<file path="src/rtl/qpsk_demod.sv">
// qpsk_demod: coherent QPSK demodulator.
// Correlates the sample stream against a 4-phase local carrier, integrates
// each channel over one symbol (integrate-and-dump), slices the signs and
// serialises the two decisions as a bit stream, I first.
//
// Handshake: a sample is consumed on every rising edge where sample_valid is
// high; there is no backpressure. sym_valid and bit_valid are one-cycle
// strobes with no ready, so downstream logic must take them when offered.
module qpsk_demod #(
    parameter int CYCLES_PER_SYMBOL = 4,
    parameter int ACC_W             = 15
) (
    input  logic                    clk,
    input  logic                    rst,
    input  logic signed [9:0]       sample_in,
    input  logic                    sample_valid,
    input  logic                    sym_sync,
    output logic signed [ACC_W-1:0] sym_I,
    output logic signed [ACC_W-1:0] sym_Q,
    output logic                    sym_valid,
    output logic                    bit_out,
    output logic                    bit_valid
);

    localparam int SPS   = 4 * CYCLES_PER_SYMBOL;
    localparam int IDX_W = $clog2(SPS);
    localparam logic [IDX_W-1:0] LAST_IDX = IDX_W'(SPS - 1);

    logic [IDX_W-1:0]        idx;
    logic [1:0]              phase;
    logic signed [ACC_W-1:0] acc_i;
    logic signed [ACC_W-1:0] acc_q;
    logic signed [ACC_W-1:0] sample_ext;
    logic signed [ACC_W-1:0] base_i;
    logic signed [ACC_W-1:0] base_q;
    logic signed [ACC_W-1:0] sum_i;
    logic signed [ACC_W-1:0] sum_q;
    logic                    dump_now;
    logic                    dump_q;
    logic                    pending_q;

    // Correlator datapath: a sync pulse restarts at phase 0 from empty
    // accumulators; the carrier reference only ever adds, subtracts or skips.
    always_comb begin
        sample_ext = {{(ACC_W-10){sample_in[9]}}, sample_in};
        phase      = sym_sync ? 2'd0 : idx[1:0];
        base_i     = sym_sync ? '0 : acc_i;
        base_q     = sym_sync ? '0 : acc_q;
        sum_i      = base_i;
        sum_q      = base_q;
        case (phase)
            2'd0:    sum_i = base_i + sample_ext;
            2'd1:    sum_q = base_q + sample_ext;
            2'd2:    sum_i = base_i - sample_ext;
            default: sum_q = base_q - sample_ext;
        endcase
        dump_now = sample_valid && !sym_sync && (idx == LAST_IDX);
    end

    // Sample index, accumulators and the symbol dump registers.
    always_ff @(posedge clk or posedge rst) begin
        if (rst) begin
            idx    <= '0;
            acc_i  <= '0;
            acc_q  <= '0;
            sym_I  <= '0;
            sym_Q  <= '0;
            dump_q <= 1'b0;
        end else begin
            dump_q <= dump_now;
            if (sym_sync) begin
                acc_i <= sample_valid ? sum_i : '0;
                acc_q <= sample_valid ? sum_q : '0;
                idx   <= sample_valid ? IDX_W'(1) : '0;
            end else if (sample_valid) begin
                if (idx == LAST_IDX) begin
                    sym_I <= sum_i;
                    sym_Q <= sum_q;
                    acc_i <= '0;
                    acc_q <= '0;
                    idx   <= '0;
                end else begin
                    acc_i <= sum_i;
                    acc_q <= sum_q;
                    idx   <= idx + IDX_W'(1);
                end
            end
        end
    end

    // Symbol strobe and serialiser: I decision with sym_valid, Q the cycle
    // after. Zero slices to 1. Dumps are at least SPS cycles apart, so a new
    // I bit never overlaps a pending Q bit.
    always_ff @(posedge clk or posedge rst) begin
        if (rst) begin
            sym_valid <= 1'b0;
            bit_out   <= 1'b0;
            bit_valid <= 1'b0;
            pending_q <= 1'b0;
        end else begin
            sym_valid <= dump_q;
            if (dump_q) begin
                bit_out   <= ~sym_I[ACC_W-1];
                bit_valid <= 1'b1;
                pending_q <= 1'b1;
            end else if (pending_q) begin
                bit_out   <= ~sym_Q[ACC_W-1];
                bit_valid <= 1'b1;
                pending_q <= 1'b0;
            end else begin
                bit_valid <= 1'b0;
            end
        end
    end

endmodule

</file>
<file path="config.mk">
export PLATFORM = sky130hd
export DESIGN_NAME = qpsk_demod
export DESIGN_NICKNAME = d
export VERILOG_FILES = /design/src/rtl/qpsk_demod.sv
export SDC_FILE = /design/constraint.sdc
export NUM_CORES = 1
export LEC_CHECK = 0
export ABC_CLOCK_PERIOD_IN_PS = 6400
export BUFFER_PORTS_ARGS = -buffer_cell sky130_fd_sc_hd__buf_2
export CAP_MARGIN = 40
export CORE_MARGIN = 1
export CORE_UTILIZATION = 50
export CTS_BUF_LIST = sky130_fd_sc_hd__clkbuf_16
export DETAILED_ROUTE_END_ITERATION = 10
export PLACE_DENSITY = 0.69
export SYNTH_ARGS = -nofsm -noshare
export SYNTH_HDL_FRONTEND = slang
export SYNTH_SLANG_ARGS = --single-unit
</file>
<file path="constraint.sdc">
create_clock -name clk -period 6.4 [get_ports clk]
set_input_delay 0.32 -clock clk [delete_from_list [all_inputs] [get_ports clk]]
set_output_delay 0.32 -clock clk [all_outputs]
set_load 0.01 [all_outputs]
</file>
==> flow_metrics.py <==
metrics = {
    "outcome": {
        "status": "finished, violations left",
        "violations": "design-rule violations",
    },
    "routing": {
        "post_drt_wl_per_cell_um": 17.1,
        "routed_wl_um": 11900,
        "first_pass_iters": 7,
        "vias": 4056,
        "drc": 2,
        "ant_nets": 0,
        "drtIter0Drc": 213,
        "avgViaCountPerCell": 5.84,
    },
    "floorplanning": {
        "fp.dieH_um": 99.1,
        "die_area_sq_mm": 0.00983,
        "io_pins": 47,
        "rows": 35,
        "core_sq_mm": 0.00920,
        "initial_core_util": 0.513,
        "die_w_um": 99.1,
    },
    "power_and_ir_drop": {
        "p_clk_frac": 0.331,
        "ir_worst_vdd_mv": 0.132,
        "powerDensity_mw_per_mm2": 251,
        "switching_share": 0.335,
        "cellLeakagePower_nw": 2.66,
        "power_mw": 1.34,
        "seqPwrFrac": 0.369,
        "comb_power_share": 0.300,
        "p_sw_mw": 0.448,
        "internal-power_mw": 0.890,
    },
    "critical_path": {
        "end_kind": "flop",
        "worstSetupPathType": "reg2reg",
        "cp_slowest_stage_delay_ns": 0.48,
        "startpoint_type": "flop",
        "r2r-end": "acc_q[13]",
        "cp_top_family": "simple AND/OR/NAND/NOR gates",
        "critical_path_buf_inv_count": 0,
        "timing.rr.start": "idx[0]",
        "worstPathRequired_ns": 6.59,
        "cp_data_arrival_time_ns": 3.67,
        "r2r_slack_ns": 2.92,
        "cp_max_fo": 16,
        "r2r_cells": 12,
        "crit_path_cell_trace": "nand2b_1 -> nor2_1 -> nor2_1 -> xor2_1 -> ha_1 -> and3_1 -> and4_1 -> a221o_1 -> a311oi_2 -> xnor2_1 -> a21oi_1 -> o22ai_1",
        "critPathLaunch": "idx[0]",
        "path_common_cell": "nor2_1",
        "crit_slowest_cell": "nor2_1",
    },
    "synth": {
        "async_reset_ff_frac": 1.00,
        "ys_ff_latch": 68,
        "ys_top_cells_by_area": "dfrtp_1, ha_1, nand2_1, xnor2_1, nor2b_1",
        "syn_nets": 582,
        "syn_area_sq_mm": 0.00472,
        "ys.warnings.count": 0,
        "synth_ff_type": "dfrtp_1",
        "ys_seq_area_frac": 0.361,
        "synth_top_cell_by_area": "dfrtp_1",
        "synth_top_area_share": 0.361,
        "synth_enable_flop_cells": 0,
        "ys_types": 57,
        "syn_inst": 536,
        "synth.avg_cell_area_sq_um": 8.80,
    },
    "sta": {
        "max-slew-margin-rel": 0.457,
        "maxSlewViolCount": 0,
        "worst_pin_slew_ns": 0.813,
        "hold_viol": 0,
        "finalSetupTns_ns": 0,
        "finalCritPeriodShare": 0.543,
        "rsz0062_at_grt": "no",
        "fin_worst_skew_ns": 0.00584,
        "fmax_mhz": 288,
        "setup_viol": 0,
        "period_minus_slack_ns": 3.48,
    },
    "clocking": {
        "cts.sinks": 68,
        "clk_latency_ns": 0.33,
        "ctsHoldBuffers": 0,
        "clock_path_buffers": 2,
        "root_buffer": "clkbuf_16",
        "cts.repair.resized": 0,
        "numCtsBuffers": 9,
        "cts_tree": "built",
        "htree_num_levels": 3,
        "cts.clk_slew.worst_paths_ns": 0.06,
        "postCtsSetupBuffers": 0,
    },
    "layout": {
        "syn2layout_area_growth_pct": 13.1,
        "final_common_cell": "nand2_1",
        "fin_nets": 625,
        "stdcell_area_sq_mm": 0.00534,
        "drive_gt1_frac": 0.151,
        "n_antenna_cell": 0,
        "final_cell_mix": "nand2_1, dfrtp_1, nor2_1",
    },
    "min_path": {
        "hp-class": "in2async",
    },
    "placed_design": {
        "placement.io_buffers": 46,
        "place_area_sq_mm": 0.00508,
        "dpl.hpwl_um": 8630,
        "place_congestion": 1.01,
    },
    "global_routing": {
        "antenna_found_initial": 0,
        "grt_max_degree": 54,
        "grt_pass1_wl_um": 19400,
        "grt_pass1_vias": 3869,
        "grt_use_total": 0.253,
        "grt_overflow": 0,
    },
    "flow_run": {
        "maxCapViolations": 0,
    },
}
## kinds of logic after synthesis
family / share of synthesized area
AOI/OAI and AO/OA: 0.197
muxes: 0.0448
adders and majority gates: 0.0880
buffers and inverters: 0.0297
DFF: 0.361
and+or+nand+nor: 0.208
xor gates and xnor gates: 0.0724
## routing by layer
layer  wire [um]  part of all wire  GRT usage  vias up
li1            -                 -          -     1975
met1        5870              0.49      0.370     1954
met2        5440              0.46      0.392      115
met3         454             0.038     0.0415       12
met4         114            0.0096     0.0679        0
met5           0                 0          0        -
## per-stage QoR
stage                     utilization  hold slack (ns)  worst slack, ns  instances
final                           0.580           0.0345             2.92        694
after global routing            0.580           0.0614             2.64        694
after CTS                       0.580           0.0439             2.94        694
after detailed placement        0.552            0.396             2.77        679
after global placement          0.549            0.392             2.80        677
after floorplan                     -            0.387             3.19        536
## state kept, by name (all words and copies together) (netlist names)
name	count
acc_i	15
bit_out	1
dump_q	1
acc_q	15
bit_valid	1
idx	4
pending_q	1
sym_Q	15
sym_I	15
## synthesized netlist by cell type (all sizes together), types with 7 or more instances
master,number
nand2,77
dfrtp,68
nor2,50
a21oi,31
o21ai,31
ha,30
nor2b,29
xnor2,25
a22o,18
mux2i,17
clkbuf,16
inv,14
xor2,14
nor3,11
a31oi,10
nand3,10
o31ai,7
## cell type report
type	instances	area, sq um
Inverter	14	52.6
Clock buffer	9	225
Multi-Input combinational cell	432	2880
Timing Repair Buffer	54	310
Sequential cell	68	1700
Tap cell	111	139
Clock inverter	6	32.5
Fill cell	812	3860
## tightest hold or removal path: stages
cell   delay (ns)
buf_2        0.10
inv_2        0.04
buf_4        0.30
## power groups by stage
stage | logic (mW) | registers, mW | clock network (mW)
6_report | 0.401 | 0.493 | 0.443
2_1_floorplan | 0.312 | 0.491 | 0
5_1_grt | 0.442 | 0.498 | 0.469
4_1_cts | 0.400 | 0.492 | 0.450
3_3_place_gp | 0.386 | 0.498 | 0
3_5_place_dp | 0.398 | 0.499 | 0
## how the worst max path moves through the flow
stage               cells past startpoint   endpoint  slack (ns)
floorplan                              15  sym_I[14]        3.19
global placement                       13  acc_q[14]        2.80
detailed placement                     13  acc_q[13]        2.77
CTS                                    12  acc_q[13]        2.94
global route                           13  acc_q[13]        2.64
finish                                 12  acc_q[13]        2.92
(Power assumes the default switching activity.)
